$ cat config.mk
export PLATFORM = sky130hd
export DESIGN_NAME = stream_demux1n
export DESIGN_NICKNAME = d
export VERILOG_FILES = /design/src/rtl/stream_demux1n_pkg.sv /design/src/rtl/demux_out_reg.sv /design/src/rtl/stream_demux1n.sv
export SDC_FILE = /design/constraint.sdc
export NUM_CORES = 1
export LEC_CHECK = 0
export ABC_AREA = 1
export ABC_CLOCK_PERIOD_IN_PS = 1700
export BUFFER_PORTS_ARGS = -buffer_cell sky130_fd_sc_hd__clkbuf_2
export CAP_MARGIN = 20
export CORE_MARGIN = 2
export CORE_UTILIZATION = 45
export CTS_CLUSTER_SIZE = 12
export DETAILED_ROUTE_END_ITERATION = 8
export PLACE_DENSITY = 0.84
export SYNTH_ARGS = -nofsm -noshare
export SYNTH_HDL_FRONTEND = slang
export SYNTH_SLANG_ARGS = --single-unit
$ cat constraint.sdc
create_clock -name clk -period 1.7 [get_ports clk]
set_input_delay 0 -clock clk [delete_from_list [all_inputs] [get_ports clk]]
set_output_delay 0 -clock clk [all_outputs]
set_load 0.1 [all_outputs]
$ cat src/rtl/stream_demux1n_pkg.sv
// Shared definitions for the 1-to-N packet stream demultiplexer: FSM states and counter width.
package stream_demux1n_pkg;
  localparam int DROP_CNT_W = 16;

  typedef enum logic [1:0] {
    IDLE  = 2'd0,
    ROUTE = 2'd1,
    DROP  = 2'd2
  } state_e;
endpackage

$ cat src/rtl/demux_out_reg.sv
// One-entry valid/ready output register carrying payload, last flag and destination channel.
module demux_out_reg #(
  parameter int DATA_W = 8,
  parameter int SEL_W  = 4
) (
  input  logic              clk,
  input  logic              rst_n,
  input  logic              push_valid,
  output logic              push_ready,
  input  logic [DATA_W-1:0] push_data,
  input  logic              push_last,
  input  logic [SEL_W-1:0]  push_ch,
  input  logic              drain_ready,
  output logic              full,
  output logic [DATA_W-1:0] data,
  output logic              last,
  output logic [SEL_W-1:0]  ch
);
  logic              full_q, full_d;
  logic [DATA_W-1:0] data_q, data_d;
  logic              last_q, last_d;
  logic [SEL_W-1:0]  ch_q, ch_d;

  // Draining and refilling on the same edge keeps the entry full with no bubble.
  assign push_ready = !full_q || drain_ready;

  always_comb begin
    full_d = full_q;
    data_d = data_q;
    last_d = last_q;
    ch_d   = ch_q;
    if (push_valid && push_ready) begin
      full_d = 1'b1;
      data_d = push_data;
      last_d = push_last;
      ch_d   = push_ch;
    end else if (drain_ready) begin
      full_d = 1'b0;
    end
  end

  always_ff @(posedge clk) begin
    if (!rst_n) begin
      full_q <= 1'b0;
      data_q <= '0;
      last_q <= 1'b0;
      ch_q   <= '0;
    end else begin
      full_q <= full_d;
      data_q <= data_d;
      last_q <= last_d;
      ch_q   <= ch_d;
    end
  end

  assign full = full_q;
  assign data = data_q;
  assign last = last_q;
  assign ch   = ch_q;
endmodule

$ cat src/rtl/stream_demux1n.sv
// 1-to-N packet stream demultiplexer with one registered output stage.
// Optional DEMUX_DROP_CNT_EN builds a saturating counter of discarded beats.
module stream_demux1n
  import stream_demux1n_pkg::*;
#(
  parameter int DATA_W = 8,
  parameter int N_OUT  = 2,
  parameter int SEL_W  = 4
) (
  input  logic                  clk,
  input  logic                  rst_n,
  input  logic                  in_valid,
  output logic                  in_ready,
  input  logic [DATA_W-1:0]     in_data,
  input  logic                  in_last,
  input  logic [SEL_W-1:0]      in_sel,
  output logic [N_OUT-1:0]      out_valid,
  input  logic [N_OUT-1:0]      out_ready,
  output logic [DATA_W-1:0]     out_data,
  output logic                  out_last,
  output logic [DROP_CNT_W-1:0] drop_cnt
);
  localparam logic [SEL_W:0] N_OUT_V = (SEL_W+1)'(N_OUT);

  state_e           state_q, state_d;
  logic [SEL_W-1:0] sel_q, sel_d;
  logic             accept, fwd, in_rng;
  logic             push_ready, drain_ready;
  logic             reg_full;
  logic [SEL_W-1:0] reg_ch;
  logic [SEL_W-1:0] push_ch;

  assign in_rng   = {1'b0, in_sel} < N_OUT_V;
  assign in_ready = rst_n && ((state_q == DROP) || push_ready);
  assign accept   = in_valid && in_ready;
  assign fwd      = accept && ((state_q == ROUTE) || (state_q == IDLE && in_rng));
  assign push_ch  = (state_q == IDLE) ? in_sel : sel_q;

  always_comb begin
    drain_ready = 1'b0;
    out_valid   = '0;
    for (int i = 0; i < N_OUT; i++) begin
      if (reg_ch == SEL_W'(i)) begin
        drain_ready  = out_ready[i];
        out_valid[i] = reg_full;
      end
    end
  end

  always_comb begin
    state_d = state_q;
    sel_d   = sel_q;
    case (state_q)
      IDLE: if (accept) begin
        if (in_rng) begin
          sel_d = in_sel;
          if (!in_last) state_d = ROUTE;
        end else if (!in_last) begin
          state_d = DROP;
        end
      end
      ROUTE, DROP: if (accept && in_last) state_d = IDLE;
      default: state_d = IDLE;
    endcase
  end

  always_ff @(posedge clk) begin
    if (!rst_n) begin
      state_q <= IDLE;
      sel_q   <= '0;
    end else begin
      state_q <= state_d;
      sel_q   <= sel_d;
    end
  end

  demux_out_reg #(.DATA_W(DATA_W), .SEL_W(SEL_W)) u_out_reg (
    .clk         (clk),
    .rst_n       (rst_n),
    .push_valid  (fwd),
    .push_ready  (push_ready),
    .push_data   (in_data),
    .push_last   (in_last),
    .push_ch     (push_ch),
    .drain_ready (drain_ready),
    .full        (reg_full),
    .data        (out_data),
    .last        (out_last),
    .ch          (reg_ch)
  );

`ifdef DEMUX_DROP_CNT_EN
  logic                  drop;
  logic [DROP_CNT_W-1:0] drop_cnt_q, drop_cnt_d;

  assign drop = accept && !fwd;

  always_comb begin
    drop_cnt_d = drop_cnt_q;
    if (drop && drop_cnt_q != '1) drop_cnt_d = drop_cnt_q + 1'b1;
  end

  always_ff @(posedge clk) begin
    if (!rst_n) drop_cnt_q <= '0;
    else        drop_cnt_q <= drop_cnt_d;
  end

  assign drop_cnt = drop_cnt_q;
`else
  assign drop_cnt = '0;
`endif
endmodule

Yosys cells after proc, flatten, opt, wreduce, memory -nomap -nowiden --
Index checks and enable logic that the tools add are counted.
Word-level totals: register bits after elaboration 20, output and inout port bits 28, word-level logic and storage cells 42
Operators by class: magnitude comparators 1, eq/ne operators 6, mux-type cells 13, reductions and logical operators 16
Operators with widths (number):
- $mux 2 | 5
- $logic_and 1x1->1 | 6
- $mux 1 | 6
- $ne 2x2->1 const B | 3
- $reduce_and 3->1 | 2
- $eq 4x1->1 const B | 1
- $logic_not 4->1 | 1
- $lt 4x2->1 const B | 1
- $mux 4 | 1
- $pmux 2 s2 | 1
- $logic_or 1x1->1 | 3
- $eq 2x1->1 const B | 1
- $eq 2x2->1 const B | 1
- $logic_not 2->1 | 1
- $reduce_bool 2->1 | 1
- $reduce_or 2->1 | 1
- $logic_not 1->1 | 1

Longest topological paths before layout --
Gate-level depths: netlist (run 1).
depth in word-level cells 10, gate-level depth with buffers 10, mapped depth without buffers 9

By module --
A second synthesis (run 1) with hierarchy kept.
Second synthesis, totals: cell total of the unflattened synthesis 171, area, all modules 1252.5 sq um
Modules (own cells, without submodules):
- demux_out_reg | instances 1, cells each 89, area each 683.2 sq um, seq. area each 280.3 sq um
- stream_demux1n | instances 1, cells each 82, area each 569.3 sq um, seq. area each 120.1 sq um

Worst setup path before layout (run 1) --
OpenSTA, ideal clock, no wires.
path kind register to output, from register u_out_reg.ch_q[3] (netlist: u_out_reg.ch[3]), to output port in_ready, arrival time 2.202 ns, required time 1.700 ns, setup slack -0.502 ns, stages on the path, launching flop included 6, cell sequence dfxtp_1 -> nor2_2 -> nand3_1 -> nand3_1 -> inv_2 -> a21oi_1
On the way: cells in the longest elaborated chain, start to end 6, elaborated cells between the ends (all ways) 7
Ends and longest elaborated chain:
- start, declared | RTL line demux_out_reg.sv:22 | logic [SEL_W-1:0] ch_q, ch_d;
- start signal, assigned | RTL line demux_out_reg.sv:52 | ch_q <= ch_d;
- $logic_not 4->1 | RTL line stream_demux1n.sv:43 | if (reg_ch == SEL_W'(i)) begin
- $mux 1 | RTL line stream_demux1n.sv:43
- $mux 1 * | RTL line stream_demux1n.sv:43
- $logic_or 1x1->1 * | RTL line demux_out_reg.sv:25 | assign push_ready = !full_q || drain_ready;
- $logic_or 1x1->1 * | RTL line stream_demux1n.sv:34 | assign in_ready = rst_n && ((state_q == DROP) || push_ready);
- $logic_and 1x1->1 * | RTL line stream_demux1n.sv:34
- end, declared | RTL line stream_demux1n.sv:13 | output logic in_ready,
Mark *: on every way between the ends. The rest lies on a longest branch, timed or not.

Worst setup path in the final report (run 1) --
from register u_out_reg.ch_q[0] (netlist: u_out_reg.ch[0]), to register u_out_reg.ch_q[3] (netlist: u_out_reg.ch[3])
On the way: cells in the longest elaborated chain, start to end 9, elaborated cells between the ends (all ways) 10
Ends and longest elaborated chain:
- $logic_not 4->1 | RTL line stream_demux1n.sv:43
- $mux 1 | RTL line stream_demux1n.sv:43
- $mux 1 * | RTL line stream_demux1n.sv:43
- $logic_or 1x1->1 * | RTL line demux_out_reg.sv:25
- $logic_or 1x1->1 | RTL line stream_demux1n.sv:34
- $logic_and 1x1->1 | RTL line stream_demux1n.sv:34
- $logic_and 1x1->1 | RTL line stream_demux1n.sv:35 | assign accept = in_valid && in_ready;
- $logic_and 1x1->1 | RTL line stream_demux1n.sv:36 | assign fwd = accept && ((state_q == ROUTE) || (state_q == IDLE && in_rng));
- $logic_and 1x1->1 * | RTL line demux_out_reg.sv:32 | if (push_valid && push_ready) begin
Marks and branches as above. A chain may end at the register's enable or synchronous reset.

==> results of run 1 <==
## logic make-up (layout without fill, tap and decap cells)
kind of cell / count (synthesis) / in the layout / share of synthesized area, %
DFF: 20 / 20 / 36.6
buffers and inverters: 36 / 62 / 19.2
and+or+nand+nor: 68 / 68 / 31.2
AOI/OAI and AO/OA: 20 / 20 / 9.15
other: 1 / 16 / 0.343
adders and majority gates: 3 / 3 / 3.43
## area by class of cell
type	instances	area (um2)	area share [%]
Clock buffer	4	36.3	2.65
Sequential cell	20	400	29.3
Tap cell	28	35.0	2.56
Multi-Input combinational cell	107	557	40.7
Timing Repair Buffer	42	278	20.3
Inverter	16	62.6	4.57
## through the flow
| step | hold WS (ns) | total power, mW |
|---|---|---|
| 2_1_floorplan | 0.128 | 1.35 |
| 3_3_place_gp | 0.230 | 1.46 |
| 3_5_place_dp | 0.230 | 1.47 |
| 4_1_cts | 0.0507 | 1.76 |
| 5_1_grt | 0.0664 | 1.89 |
| 6_report | 0.0495 | 1.78 |
## power by group through the flow
| stage | Clock, mW | Sequential [mW] | Combinational, mW |
|---|---|---|---|
| floorplan | 0 | 0.748 | 0.606 |
| global placement | 0 | 0.578 | 0.885 |
| detailed placement | 0 | 0.580 | 0.892 |
| CTS | 0.274 | 0.570 | 0.918 |
| global route | 0.292 | 0.579 | 1.02 |
| finish | 0.272 | 0.572 | 0.937 |
## sequential cells by signal, indices dropped and copies added, names as in the netlist
signal / count
sel_q: 4
u_out_reg.data: 8
u_out_reg.full: 1
u_out_reg.last: 1
state_q: 2
u_out_reg.ch: 4
## repair_timing
item,4_1_cts,5_1_grt
setup endpoints to repair,4,3
pin swaps,1,0
hold buffers,10,0
resized for setup,0,6
hold endpoints to repair,10,0
buffers inserted,1,0
## layout by cell type (no fill, tap or decap), types with 3 or more instances in the layout
cell type / synthesis / final
sky130_fd_sc_hd__clkbuf_2: 0 / 28
sky130_fd_sc_hd__nor2_1: 23 / 21
sky130_fd_sc_hd__dfxtp_1: 20 / 20
sky130_fd_sc_hd__nand2_1: 18 / 18
sky130_fd_sc_hd__conb_1: 1 / 16
sky130_fd_sc_hd__inv_1: 14 / 14
sky130_fd_sc_hd__nor2_2: 11 / 13
sky130_fd_sc_hd__o21ai_1: 10 / 11
sky130_fd_sc_hd__dlygate4sd3_1: 0 / 10
sky130_fd_sc_hd__nand3_1: 9 / 9
sky130_fd_sc_hd__a21oi_1: 5 / 4
sky130_fd_sc_hd__o21ai_0: 5 / 4
sky130_fd_sc_hd__ha_1: 3 / 3
sky130_fd_sc_hd__clkbuf_4: 0 / 3
## worst reg2reg max path, cell delays in order, from the launching register on
cell	delay, ns
sky130_fd_sc_hd__dfxtp_1	0.38
sky130_fd_sc_hd__inv_1	0.05
sky130_fd_sc_hd__nor2_1	0.13
sky130_fd_sc_hd__nand3_1	0.16
sky130_fd_sc_hd__nand4_4	0.13
sky130_fd_sc_hd__nand4_4	0.10
sky130_fd_sc_hd__nor2_4	0.20
sky130_fd_sc_hd__buf_6	0.18
sky130_fd_sc_hd__o21ai_1	0.10
sky130_fd_sc_hd__nor2_1	0.14
## path summary, 6_finish.rpt
path / from / end / slack [ns]
setup reg to reg: u_out_reg.ch[0] / u_out_reg.ch[3] / 0.06
hold / removal: in_valid / u_out_reg.full / 0.05
setup / recovery: u_out_reg.ch[0] / u_out_reg.ch[3] / 0.06
hold reg to reg: sel_q[2] / sel_q[2] / 0.46
## per-layer routing
metal	GRT usage [%]	up-vias	wire length (um)
met5	0	-	0
met4	3.85	0	19
met3	4.24	4	203
met2	27.8	55	1100
met1	23.5	435	1050
li1	-	514	-
==> metrics.md, run 1 <==
| Metric | Value |
|---|---|
| Global-route wire length before repair | 3600 um |
| Tot GR Track Use | 17.4% |
| Mean number of vias per cell | 4.65 |
| Max FO, Critical Path | 13 |
| Share of total power in combinational logic | 52.6% |
| Total inserted antenna cells | 0 |
| Worst Reg-to-Reg Cells | 9 |
| Synth-to-Final Area Change | 25.2% |
| Number of instances on the worst hold path | 3 |
| Starting utilization of the core area | 48.5% |
| Post-synthesis cell count | 148 |
| Ys flop type | sky130_fd_sc_hd__dfxtp_1 |
| Summed area of non-filler cells in the final layout | 1370 um2 |
| Count of endpoints failing hold in the final timing report | 0 |
| # setup viols final | 0 |
| Tightest Hold Check Type | in -> reg |
| Proportion of synthesized flip-flops having asynchronous set or reset | 0% |
| Clock latency at the later pin of the worst-skew pair | 0.30 ns |
| Largest stage delay, worst path | 0.38 ns |
| Non-filler instance count after layout | 217 |
| Number of maximum-capacitance violations | 0 |
| I/O pin total | 46 |
| CP Class | reg -> reg |
| Standard-cell rows | 17 |
| Share of the core filled with cells in the final layout | 60.7% |
| Area of the core | 2250 um2 |
| Clock network power share | 15.3% |
| Kind of launch point of the worst setup path | register |
| Average cell area after synthesis | 7.39 um2 |
| Vias in the first global route | 838 |
| Overall die width | 53.3 um |
| Drt wl/cell | 10.9 um |
| Setup clock skew after layout | 0.000800 ns |
| Total number of cells along the worst setup path | 9 |
| Critical path required time | 1.93 ns |
| Final Worst Setup Slack | 0.0608 ns |
| Count of nets left with antenna violations after detail routing | 0 |
| Netlist Area Pre-Place | 1090 um2 |
| Top cell type's share of synthesized area | 36.6% |
| List of most frequent post-synthesis cells | sky130_fd_sc_hd__nor2_1 (23), sky130_fd_sc_hd__dfxtp_1 (20), sky130_fd_sc_hd__nand2_1 (18) |
| Ratio of final minimum period to clock period | 96.4% |
| Share of the yosys chip area belonging to registers | 36.6% |
| Sequential Power Share | 32.1% |
| CTS clk-pin slew, worst paths | 0.11 ns |
| Count of flip-flops with a built-in enable after synthesis | 0 |
| Worst-path cell chain | inv_1 > nor2_1 > nand3_1 > nand4_4 > nand4_4 > nor2_4 > buf_6 > o21ai_1 > nor2_1 |
| Layout net count | 211 |
| Area leader, netlist | sky130_fd_sc_hd__dfxtp_1 |
| DRC viols | 0 |
| Power per unit of standard cell area | 1300 nW/um2 |
| Fillcell total | 202 |
| Number of buffers inserted by port buffering | 29 |
| Run status | complete, no violations |
| Dpl cells | 202 |
| Via Count | 1008 |
| Number of antenna violations at the first check in global routing | 0 |
| Flops & latches, synth | 20 |
| Timing-limited maximum frequency | 0.610 GHz |
| Switching power summed over all nets | 0.887 mW |
| Fraction of final layout cells sized beyond drive strength 1 | 30.2% |
| Clock tree from TritonCTS | built |
| Num CTS Buffers | 3 |
| Final wirelength | 2370 um |
| Count of routing violations after the opening detailed-route iteration | 24 |
| Max H-tree Level | 1 |
| Gp weighted congestion | 0.871 |
| Sinks on Clock Net | 20 |
| Post-Place Setup Slack | -0.00153 ns |
| Peak supply drop | 826 uV |
| Post-synthesis cell type count | 22 |
| HPWL reported at the end of detailed placement | 1590 um |
| Total cell area at the placement stage | 1210 um2 |
| Die footprint | 2840 um2 |
| Buffer cell driving the clock tree root | sky130_fd_sc_hd__clkbuf_4 |
| Number of buffers on the longest clock path | 2 |
| Static leakage power | 0.700 nW |
| Count of pins over their slew limit | 0 |
| Kind of end point of the critical path | register |
| Die height | 53.3 um |
| Slew at the pin with the worst max-slew slack | 0.544 ns |
| Cell family with most CP delay | simple AND/OR/NAND/NOR gates |
| P_int | 0.895 mW |
| Time the final worst path needs with I/O delays and setup | 1.64 ns |
| Congestion Overflow GR | 0 |
| Largest net degree at the start of global routing | 14 |
| Synth area leaders | sky130_fd_sc_hd__dfxtp_1 (37%), sky130_fd_sc_hd__buf_4 (11%), sky130_fd_sc_hd__nor2_1 (7.9%), sky130_fd_sc_hd__nor2_2 (6.3%), sky130_fd_sc_hd__nand2_1 (6.2%) |
| Data arrival at the endpoint of the critical path | 1.87 ns |
| Buffering stage count on the worst path with inverters included | 2 |
| Critical-path cell with the highest stage delay | sky130_fd_sc_hd__dfxtp_1 |
| Number of warnings issued by yosys | 0 |
| Worst rel slew slack | 63.9% |
| Final setup TNS | 0 ns |
| DR pass1 iterations | 4 |
| Net switching fraction of the power | 49.8% |
| Cell with the most instances after synthesis | sky130_fd_sc_hd__nor2_1 |
Note: power is estimated with default switching activity, not from simulation.
==> run 2: changes to the inputs <==
- CORE_MARGIN: 2 -> 8
==> run 2 against run 1 <==
Clock skew is 0.0022 ns higher; via count is 2.5% lower; cell area is 1.0% higher; critical path depth stayed put; first-iteration DRC count is 21% higher.
==> metrics.md, run 2 (same netlist as run 1, synthesis figures left out) <==
| Metric | Value |
|---|---|
| Num CTS Buffers | 3 |
| Max FO, Critical Path | 8 |
| Final Worst Setup Slack | 0.137 ns |
| Fraction of final layout cells sized beyond drive strength 1 | 30.5% |
| RSZ-0062 raised after global routing | no |
| Max FFs per register | 8 |
| Count of routing violations after the opening detailed-route iteration | 29 |
| DR pass1 iterations | 4 |
| Starting utilization of the core area | 45.8% |
| Die footprint | 4260 um2 |
| Largest stage delay, worst path | 0.37 ns |
| Max H-tree Level | 1 |
| Net switching fraction of the power | 46.5% |
| DRC viols | 0 |
| Standard-cell rows | 18 |
| Mean number of vias per cell | 4.47 |
| Vias in the first global route | 853 |
| P_int | 1.00 mW |
| Count of pins over their slew limit | 0 |
| Ratio of final minimum period to clock period | 91.9% |
| Timing-limited maximum frequency | 0.640 GHz |
| Share of total power in combinational logic | 49.2% |
| Power per unit of standard cell area | 1360 nW/um2 |
| Setup clock skew after layout | 0.00299 ns |
| Number of antenna violations at the first check in global routing | 0 |
| Kind of end point of the critical path | register |
| Critical path required time | 1.90 ns |
| Clock network power share | 20.5% |
| Cell family with most CP delay | simple AND/OR/NAND/NOR gates |
| Worst rel slew slack | 63.7% |
| Total cell area at the placement stage | 1210 um2 |
| Final wirelength | 2280 um |
| Largest net degree at the start of global routing | 24 |
| Time the final worst path needs with I/O delays and setup | 1.56 ns |
| Overall die width | 65.3 um |
| Tightest Hold Check Type | in -> reg |
| Critical-path cell with the highest stage delay | sky130_fd_sc_hd__dfxtp_1 |
| Switching power summed over all nets | 0.874 mW |
| Congestion Overflow GR | 0 |
| Number of buffers on the longest clock path | 2 |
| Count of nets left with antenna violations after detail routing | 0 |
| Clock tree from TritonCTS | built |
| I/O pin total | 46 |
| CP Class | reg -> reg |
| Most frequent standard cell in the layout excluding fill and tap cells | sky130_fd_sc_hd__clkbuf_2 |
| Number of maximum-capacitance violations | 0 |
| Worst-path cell chain | inv_1 > ha_1 > inv_1 > nand4_2 > nand4_4 > nor2_4 > buf_4 > o21ai_0 > nor2_1 |
| Most repeated library cell on the critical path | sky130_fd_sc_hd__inv_1 |
| Post-Place Setup Slack | -0.0136 ns |
| Slew at the pin with the worst max-slew slack | 0.548 ns |
| Summed area of non-filler cells in the final layout | 1380 um2 |
| Die height | 65.3 um |
| Most frequent cells in the layout | sky130_fd_sc_hd__clkbuf_2 (28), sky130_fd_sc_hd__nor2_1 (21), sky130_fd_sc_hd__dfxtp_1 (20) |
| Kind of launch point of the worst setup path | register |
| Total inserted antenna cells | 0 |
| Gp weighted congestion | 0.797 |
| Global-route wire length before repair | 3570 um |
| Data arrival at the endpoint of the critical path | 1.77 ns |
| Buffering stage count on the worst path with inverters included | 3 |
| Sinks on Clock Net | 20 |
| Count of endpoints failing hold in the final timing report | 0 |
| HPWL reported at the end of detailed placement | 1710 um |
| # setup viols final | 0 |
| Clock latency at the later pin of the worst-skew pair | 0.30 ns |
| Area of the core | 2390 um2 |
| Run status | complete, no violations |
| Static leakage power | 0.715 nW |
| Layout net count | 212 |
| Synth-to-Final Area Change | 26.4% |
| Drt wl/cell | 10.4 um |
| CTS clk-pin slew, worst paths | 0.12 ns |
| Sequential Power Share | 30.3% |
| Via Count | 983 |
| Buffer cell driving the clock tree root | sky130_fd_sc_hd__clkbuf_4 |
| Number of buffers inserted by port buffering | 29 |
| Tot GR Track Use | 10.1% |
| Peak supply drop | 860 uV |
run 2: cell types whose count changed in the layout (fill, tap and decap cells not counted), sizes merged:
cell / previous run / this run
clkbuf: 32 / 31
buf: 4 / 5
bufinv: 0 / 1
run 2: cell type report:
type                    count  area [um2]
well taps                  30        37.5
multi-input cells         107         548
clock buffers               3        22.5
repair buffers             43         282
clock inverters             1        30.0
inverters                  16        62.6
fillers                   222        1000
flip-flops and latches     20         400
run 2: what timing repair did:
action / CTS / global route
endpoints found under the hold margin: 10 / 0
cloned: 0 / 0
setup buffers: 2 / 0
gates resized for setup: 0 / 3
hold buffers: 10 / 0
pin swaps: 1 / 0
endpoints found under the setup margin: 7 / 8
run 2: per-stage QoR:
stage               instances  util (%)  setup TNS, ns  hold slack [ns]  total power [mW]
floorplan                 163         -              0            0.128              1.35
global placement          204      50.6              0            0.230              1.46
detailed placement        204      50.6        -0.0152            0.229              1.47
CTS                       220      57.7              0          0.00391              1.88
global route              220      57.9              0          0.00355              1.98
finish                    220      57.9              0          0.00242              1.88
run 2: path summary, 6_finish.rpt:
| kind | start | to | slack, ns | cells past startpoint |
|---|---|---|---|---|
| hold / removal | rst_n | u_out_reg.full | 0.002 | 3 |
| setup reg to reg | state_q[0] | u_out_reg.data[7] | 0.14 | 9 |
| hold reg to reg | sel_q[1] | sel_q[1] | 0.46 | 2 |
| setup / recovery | state_q[0] | u_out_reg.data[7] | 0.14 | 9 |
run 2: tightest hold or removal path, delay by kind of cell:
kind,cells,cell delay [ns]
AO/OA/AOI/OAI,1,0.06
buffers and inverters,1,0.11
AND/OR/NAND/NOR,1,0.10
run 2: power groups by stage:
| stage | clock network (mW) | logic [mW] | registers (mW) |
|---|---|---|---|
| floorplan | 0 | 0.606 | 0.748 |
| global placement | 0 | 0.883 | 0.578 |
| detailed placement | 0 | 0.895 | 0.580 |
| CTS | 0.391 | 0.924 | 0.569 |
| global route | 0.412 | 0.990 | 0.577 |
| finish | 0.385 | 0.924 | 0.569 |
run 2: layer usage:
layer | track usage [%] | share of wire (%)
met1 | 10.8 | 41
met2 | 17.7 | 51
met3 | 3.57 | 8.1
met4 | 4.09 | 0.66
met5 | 0 | 0
==> run 3: changes to the inputs <==
- CORE_ASPECT_RATIO: default -> 0.6
==> run 3 against run 2 <==
Clock power rose by 22%; wire length rose by 14%; combinational power rose by 3.9%; clock skew fell by 0.00068 ns; first-iteration DRC count rose by 100%; fmax fell by 2.5%; die area rose by 1.2%; setup slack got worse by 0.040 ns; register-to-register slack got worse by 0.04 ns; largest power group unchanged; via count did not move; utilization rose by 5.3 points; non-clock buffer count fell by 1.
==> metrics.md, run 3 (same netlist as run 1, synthesis figures left out) <==
| Metric | Value |
|---|---|
| Run status | complete, no violations |
| Number of antenna violations at the first check in global routing | 0 |
| Sinks on Clock Net | 20 |
| Buffer cell driving the clock tree root | sky130_fd_sc_hd__clkbuf_8 |
| Count of pins over their slew limit | 0 |
| Standard-cell rows | 13 |
| Kind of launch point of the worst setup path | register |
| Most frequent cells in the layout | sky130_fd_sc_hd__clkbuf_2 (28), sky130_fd_sc_hd__nor2_1 (21), sky130_fd_sc_hd__dfxtp_1 (20) |
| Tightest Hold Check Type | in -> reg |
| Num CTS Buffers | 3 |
| Congestion Overflow GR | 0 |
| Count of routing violations after the opening detailed-route iteration | 59 |
| Sum of internal, switching and leakage power | 2.00 mW |
| Worst rel slew slack | 63.4% |
| Die height | 54.2 um |
| Max H-tree Level | 1 |
| Number of buffers on the longest clock path | 2 |
| Max FFs per register | 8 |
| Starting utilization of the core area | 49.1% |
| Post-Place Setup Slack | -0.0515 ns |
| HPWL reported at the end of detailed placement | 1960 um |
| Worst-path cell chain | inv_1 > ha_1 > inv_1 > nand4_4 > nand4_4 > nor2_4 > buf_4 > o21ai_1 > nor2_1 |
| Kind of end point of the critical path | register |
| Synth-to-Final Area Change | 28.8% |
| Global-route wire length before repair | 4080 um |
| Number of buffers inserted by port buffering | 29 |
| Time the final worst path needs with I/O delays and setup | 1.60 ns |
| CP Class | reg -> reg |
| Most frequent standard cell in the layout excluding fill and tap cells | sky130_fd_sc_hd__clkbuf_2 |
| Routing usage on met2 | 18.8% |
| Final Worst Setup Slack | 0.0969 ns |
| DRC viols | 0 |
| Final wirelength | 2590 um |
| Clock tree from TritonCTS | built |
| Max FO, Critical Path | 11 |
| Fraction of final layout cells sized beyond drive strength 1 | 30.7% |
| DR pass1 iterations | 4 |
| Mean number of vias per cell | 4.49 |
| Fillcell total | 222 |
| Count of nets left with antenna violations after detail routing | 0 |
| Clock latency at the later pin of the worst-skew pair | 0.26 ns |
| I/O pin total | 46 |
| Count of endpoints failing hold in the final timing report | 0 |
| Layout net count | 211 |
| Critical-path cell with the highest stage delay | sky130_fd_sc_hd__dfxtp_1 |
| Static leakage power | 0.718 nW |
| Met3 capacity usage during global routing | 5.32% |
| Setup clock skew after layout | 0.00231 ns |
| Die footprint | 4320 um2 |
| # setup viols final | 0 |
| Total inserted antenna cells | 0 |
| Peak supply drop | 830 uV |
| Drt wl/cell | 11.8 um |
| Gp weighted congestion | 0.826 |
| Vias in the first global route | 932 |
| Slew at the pin with the worst max-slew slack | 0.552 ns |
| Number of maximum-capacitance violations | 0 |
| Most used routing layer | met2 |
| Area of the core | 2230 um2 |
| Timing-limited maximum frequency | 0.624 GHz |
| Critical path required time | 1.85 ns |
| Data arrival at the endpoint of the critical path | 1.76 ns |
| Largest stage delay, worst path | 0.36 ns |
| Met1 track demand over resource | 15.0% |
| Register-to-register path setup slack | 0.1 ns |
| Ratio of final minimum period to clock period | 94.3% |
| Final setup TNS | 0 ns |
| CTS clk-pin slew, worst paths | 0.07 ns |
| Power per unit of standard cell area | 1420 nW/um2 |
| Tot GR Track Use | 11.7% |
| Overall die width | 79.6 um |
| Via Count | 983 |
| Hold_ws | 0.0461 ns |
| Largest net degree at the start of global routing | 24 |
[run 3: through the flow]
| step | utilization, % | cell area (um2) | std cells |
|---|---|---|---|
| finish | 63.2 | 1410 | 219 |
| detailed placement | 54.8 | 1220 | 204 |
| global placement | 54.8 | 1220 | 204 |
| global route | 63.2 | 1410 | 219 |
| floorplan | - | 1160 | 163 |
| CTS | 62.7 | 1400 | 219 |
[run 3: area by class of cell]
type | instances | area (um2) | area share [%]
multi-input cells | 107 | 557 | 39.5
flip-flops and latches | 20 | 400 | 28.4
repair buffers | 42 | 280 | 19.9
inverters | 16 | 62.6 | 4.44
clock buffers | 3 | 41.3 | 2.93
well taps | 30 | 37.5 | 2.66
clock inverters | 1 | 30.0 | 2.13
[run 3: path summary, 6_finish.rpt]
kind                                 start                 to  depth (start not counted)
worst min register to register    sel_q[1]           sel_q[1]                          2
worst max-delay path            state_q[0]  u_out_reg.data[4]                          9
worst min-delay path               in_last     u_out_reg.last                          3
worst max register to register  state_q[0]  u_out_reg.data[4]                          9
[run 3: timing repair]
item	4_1_cts	5_1_grt
setup endpoints to repair	13	9
hold buffers	9	0
hold endpoints to repair	9	0
resized for setup	0	5
cloned	0	0
buffers inserted	2	0
pin swaps	1	0
[run 3: routing by layer]
metal	wire (um)	vias up
met5	0	-
met2	1130	39
met4	0	0
met3	252	0
li1	-	516
met1	1210	428
[run 3: worst max-delay path, delay by kind of cell, from the launching register on]
kind | cells | cell delay (ns)
AOI/OAI and AO/OA | 1 | 0.16
adders and majority gates | 1 | 0.20
DFF | 1 | 0.36
and+or+nand+nor | 4 | 0.39
buffers and inverters | 3 | 0.39
[run 3: power by group]
group	switching, mW	total [mW]	internal [mW]
clock	0.157	0.471	0.314
sequential	0.0423	0.574	0.531
combinational	0.719	0.960	0.241
total	0.918	2.00	1.09
